File: src/rtl/uart_tx_frame_ctrl.sv
`default_nettype none
// +--------------------------------------------------------------------------+
// | Module   : uart_tx_frame_ctrl                                            |
// | Brief    : UART Tx frame sequencer/serializer with parity-calc handshake |
// |            Option macro UART_TX_STOP2_EN selects two stop bits.          |
// | Revision : 1.0 - initial release                                         |
// +--------------------------------------------------------------------------+
module uart_tx_frame_ctrl #(
   parameter int DATA_W       = 8,
   parameter int CLKS_PER_BIT = 1
) (
   input  logic              clk,
   input  logic              rst,
   input  logic [DATA_W-1:0] p_data,
   input  logic              data_valid,
   input  logic              par_en,
   input  logic              par_typ,
   input  logic              parity_result,
   output logic [DATA_W-1:0] par_data,
   output logic              par_load,
   output logic              par_typ_o,
   output logic              tx_out,
   output logic              busy
);

   localparam int                 C_BIT_W     = (DATA_W > 1) ? $clog2(DATA_W) : 1;
   localparam logic [15:0]        C_BAUD_LAST = 16'(CLKS_PER_BIT - 1);
   localparam logic [C_BIT_W-1:0] C_BIT_LAST  = C_BIT_W'(DATA_W - 1);
`ifdef UART_TX_STOP2_EN
   localparam logic               C_STOP_LAST = 1'b1;
`else
   localparam logic               C_STOP_LAST = 1'b0;
`endif

   typedef enum logic [2:0] {
      S_IDLE   = 3'd0,
      S_START  = 3'd1,
      S_DATA   = 3'd2,
      S_PARITY = 3'd3,
      S_STOP   = 3'd4
   } state_t;

   state_t               r_state;
   state_t               w_state_nxt;
   logic [15:0]          r_baud_cnt;
   logic [C_BIT_W-1:0]   r_bit_cnt;
   logic                 r_stop_cnt;
   logic                 r_par_en;
   logic                 w_baud_tc;
   logic                 w_accept;

   always_comb begin
      w_baud_tc   = (r_baud_cnt == C_BAUD_LAST);
      w_accept    = (r_state == S_IDLE) && data_valid;
      w_state_nxt = r_state;
      tx_out      = 1'b1;
      busy        = (r_state != S_IDLE);
      case (r_state)
         S_IDLE: begin
            if (w_accept) w_state_nxt = S_START;
         end
         S_START: begin
            tx_out = 1'b0;
            if (w_baud_tc) w_state_nxt = S_DATA;
         end
         S_DATA: begin
            tx_out = par_data[r_bit_cnt];
            if (w_baud_tc && (r_bit_cnt == C_BIT_LAST))
               w_state_nxt = r_par_en ? S_PARITY : S_STOP;
         end
         S_PARITY: begin
            tx_out = parity_result;
            if (w_baud_tc) w_state_nxt = S_STOP;
         end
         S_STOP: begin
            tx_out = 1'b1;
            if (w_baud_tc && (r_stop_cnt == C_STOP_LAST)) w_state_nxt = S_IDLE;
         end
         default: w_state_nxt = S_IDLE;
      endcase
   end

   always_ff @(posedge clk) begin
      if (rst) begin
         r_state    <= S_IDLE;
         r_baud_cnt <= '0;
         r_bit_cnt  <= '0;
         r_stop_cnt <= 1'b0;
         r_par_en   <= 1'b0;
         par_data   <= '0;
         par_typ_o  <= 1'b0;
         par_load   <= 1'b0;
      end else begin
         r_state  <= w_state_nxt;
         par_load <= w_accept;
         if (w_accept) begin
            par_data  <= p_data;
            par_typ_o <= par_typ;
            r_par_en  <= par_en;
         end
         // Baud counter idles at zero so START always gets a full bit period.
         if ((r_state == S_IDLE) || w_baud_tc)
            r_baud_cnt <= '0;
         else
            r_baud_cnt <= r_baud_cnt + 16'd1;
         if ((r_state == S_DATA) && w_baud_tc)
            r_bit_cnt <= (r_bit_cnt == C_BIT_LAST) ? '0 : r_bit_cnt + C_BIT_W'(1);
         if ((r_state == S_STOP) && w_baud_tc)
            r_stop_cnt <= (r_stop_cnt == C_STOP_LAST) ? 1'b0 : 1'b1;
      end
   end

endmodule
`default_nettype wire

File: config.mk
export PLATFORM = sky130hd
export DESIGN_NAME = uart_tx_frame_ctrl
export DESIGN_NICKNAME = d
export VERILOG_FILES = /design/src/rtl/uart_tx_frame_ctrl.sv
export SDC_FILE = /design/constraint.sdc
export NUM_CORES = 1
export LEC_CHECK = 0
export ABC_AREA = 0
export CORE_UTILIZATION = 51
export DETAILED_ROUTE_END_ITERATION = 6
export GPL_TIMING_DRIVEN = 0
export HOLD_SLACK_MARGIN = 0.06
export PLACE_DENSITY = 0.83
export RECOVER_POWER = 100
export SLEW_MARGIN = 20
export SYNTH_ARGS = -nofsm -noshare
export SYNTH_HDL_FRONTEND = slang
export SYNTH_SLANG_ARGS = --single-unit
File: constraint.sdc
create_clock -name clk -period 2.3 [get_ports clk]
set_input_delay 0.575 -clock clk [delete_from_list [all_inputs] [get_ports clk]]
set_output_delay 0.575 -clock clk [all_outputs]
set_load 0.01 [all_outputs]
==> metrics.yaml <==
power_and_ir_drop:
  power_uw: 1270
  leakage_uw: 0.000631
  p_clk_frac: 0.257
  pwr-share-comb: 0.235
  p_sw_uw: 365
  seqPwrFrac: 0.508
  power_density_nw_per_um2: 678
  max-vdd-ir-drop_uv: 531
  p_int_uw: 908
  switching_share: 0.287
die:
  dieWidth_um: 56.1
  rows: 19
  initial_utilization: 0.541
  core_area_um2: 2760
  die_h_um: 56.1
  dieArea_um2: 3150
  ioPinCount: 26
critical_path:
  crit_path_start: "r_bit_cnt[1]"
  arrival_ns: 1.72
  crit_required_ns: 1.73
  setup.worst_path.class: "reg -> out"
  cp_slowest_stage_delay_ns: 0.49
  slowest_stage: "mux4_2"
  critPathCaptureType: "output port"
  cpLargestDelayFamily: "multiplexers"
  path_cells: "mux4_2 -> nor2b_1 -> a211oi_2 -> a31oi_1 -> buf_2"
  path_buf_inv: 1
  crit_fanout: 2
  reg2reg_from: "r_baud_cnt[0]"
  worst_setup_path_start_kind: "register"
clocking:
  tritoncts: "done"
  clk_pin_slew_ns: 0.09
  cts.sinks: 33
  root_buffer: "clkbuf_4"
  clock_latency_ns: 0.34
  cts-buffers-inserted: 5
  cts.htree.levels: 2
  ctsLongestPathBuffers: 2
min_path:
  hold_class: "reg -> reg"
  min-delay-start: "par_typ_o"
run:
  max-cap-violations: 0
synth:
  synth_area_leaders: "dfxtp_1 44%, nand2_1 7.0%, xnor2_1 5.9%, nor2_1 5.0%, a21oi_1 4.4%"
  netlist_area_um2: 1490
  synth_edf_count: 0
  yosysWarningCount: 0
  ys_async_sr_fraction: 0
  postSynthCellCount: 177
  yosysTopAreaCell: "dfxtp_1"
  seq_area_frac_synth: 0.443
  synth_cell_type_count: 31
  avgSynthCellArea_um2: 8.43
  syn-num-nets: 195
  ys_seq_elements: 33
  synth_ff_type: "dfxtp_1"
  synth_top_area_share: 0.443
drt:
  drtIter0Drc: 46
  drcViolationCount: 0
  vias: 1355
  postRouteAntennaNets: 0
  drt-pass1-iter-count: 4
  viasPerCell: 5.58
  wl_per_cell_um: 13.6
  wl_um: 3310
timing:
  fmax_ghz: 0.437
  fin_crit_ns: 2.29
  setup_viol: 0
  slew_headroom: 0.680
  timing.final.crit_share: 0.996
  tightest_slew_ns: 0.480
  final_max_slew_viol_count: 0
  hold_viol: 0
  fin_worst_skew_ns: 0.0113
  fin_tns_setup_ns: 0
  rsz0062_at_grt: "true"
place:
  port_buffers: 25
  gp_congestion: 0.896
  hpwlAfterDp_um: 2390
final_layout:
  utilization: 0.681
  finalNetCount: 230
  antenna_cells: 0
  final_cell_mix: "31 x dfxtp_1, 28 x nand2_1, 24 x clkdlybuf4s50_1, 20 x nor2_1, 13 x a21oi_1"
  nFillCells: 208
  final_common_cell: "dfxtp_1"
  drive_above_1_share: 0.0943
  area_growth_pct: 25.8
grt:
  track_usage: 0.224
  grt_pass1_wl_um: 5500
  grt_pass1_vias: 1295
  antenna_found_initial: 0
  grt_overflow: 0
  grt_max_degree: 11
outcome:
  status: "completed"
-- sequential cells by signal, summed over array words and instances, names as in the netlist --
register	cells
par_data	8
par_load	1
par_typ_o	1
r_baud_cnt	16
r_bit_cnt	3
r_par_en	1
r_state	3
-- worst reg2reg max path, cell delays in order, from the launching register on --
cell,delay (ns)
dfxtp_1,0.44
inv_1,0.07
ha_1,0.19
nor4b_2,0.16
nand4_1,0.17
clkbuf_1,0.35
nor2_1,0.13
a32o_1,0.27
-- power groups by stage --
stage / registers [uW] / logic, uW / clock network [uW]
floorplan: 653 / 149 / 0
finish: 647 / 299 / 327
global route: 653 / 325 / 357
global placement: 647 / 276 / 0
CTS: 636 / 287 / 334
detailed placement: 649 / 284 / 0
-- per-stage QoR --
stage	instance area (um^2)	worst slack [ns]	hold WS [ns]	cells
floorplan	1490	0.450	0.449	177
global placement	1780	-0.128	0.447	233
detailed placement	1780	-0.159	0.450	233
CTS	1850	-0.0108	0.467	241
global route	1880	-0.105	0.500	243
finish	1880	0.00999	0.466	243
-- cells by family (layout without fill, tap and decap cells) --
group           count (synthesis)  after routing  synth area share
compound gates                 23             23            0.0889
flops                          33             33             0.443
buf+inv                        18             53            0.0478
fa+ha+maj                       4              4            0.0335
mux                             3              3            0.0369
simple gates                   82             82             0.268
xor+xnor                       14             14            0.0821
-- final cells by class --
type                    instances  area (um^2)  area share
well taps                      31         38.8      0.0207
plain buffers                   8         32.5      0.0173
multi-input cells             126          777       0.414
inverters                       9         33.8      0.0180
repair buffers                 29          275       0.147
flip-flops and latches         33          666       0.354
clock buffers                   7         55.1      0.0293
-- cells in the mapped netlist (2+ instances only) --
cell      instances
nand3_1           4
xor2_1            4
o21ai_0           4
nor2b_1           2
nor2_1           20
buf_2             3
dfxtp_1          33
inv_1             9
a21oi_1          13
mux4_2            2
clkbuf_1          6
nor3_1            5
nand4_1           6
nor4_1            9
ha_1              4
nand2_1          28
nand3b_1          2
xnor2_1          10
-- final timing paths --
| kind | endpoint | slack [ns] | depth (start not counted) |
|---|---|---|---|
| worst max-delay path | tx_out | 0.01 | 5 |
| worst min-delay path | par_typ_o | 0.47 | 2 |
| worst max register to register | r_state[2] | 0.42 | 7 |
| worst min register to register | par_typ_o | 0.47 | 2 |
-- routing by layer --
layer | wire [um] | part of all wire | global-route usage
met4 | 75 | 0.023 | 0.129
met2 | 1590 | 0.48 | 0.369
met5 | 0 | 0 | 0
met3 | 177 | 0.054 | 0.0535
met1 | 1470 | 0.44 | 0.265
-- repair_timing --
item | 4_1_cts | 5_1_grt
hold buffers | 0 | 0
hold endpoints to repair | 0 | 0
pin swaps | 1 | 1
gates resized for setup | 9 | 1
buffers inserted | 1 | 3
cloned | 0 | 0
setup endpoints to repair | 2 | 2
No activity file was read; power rests on OpenSTA's default activity.
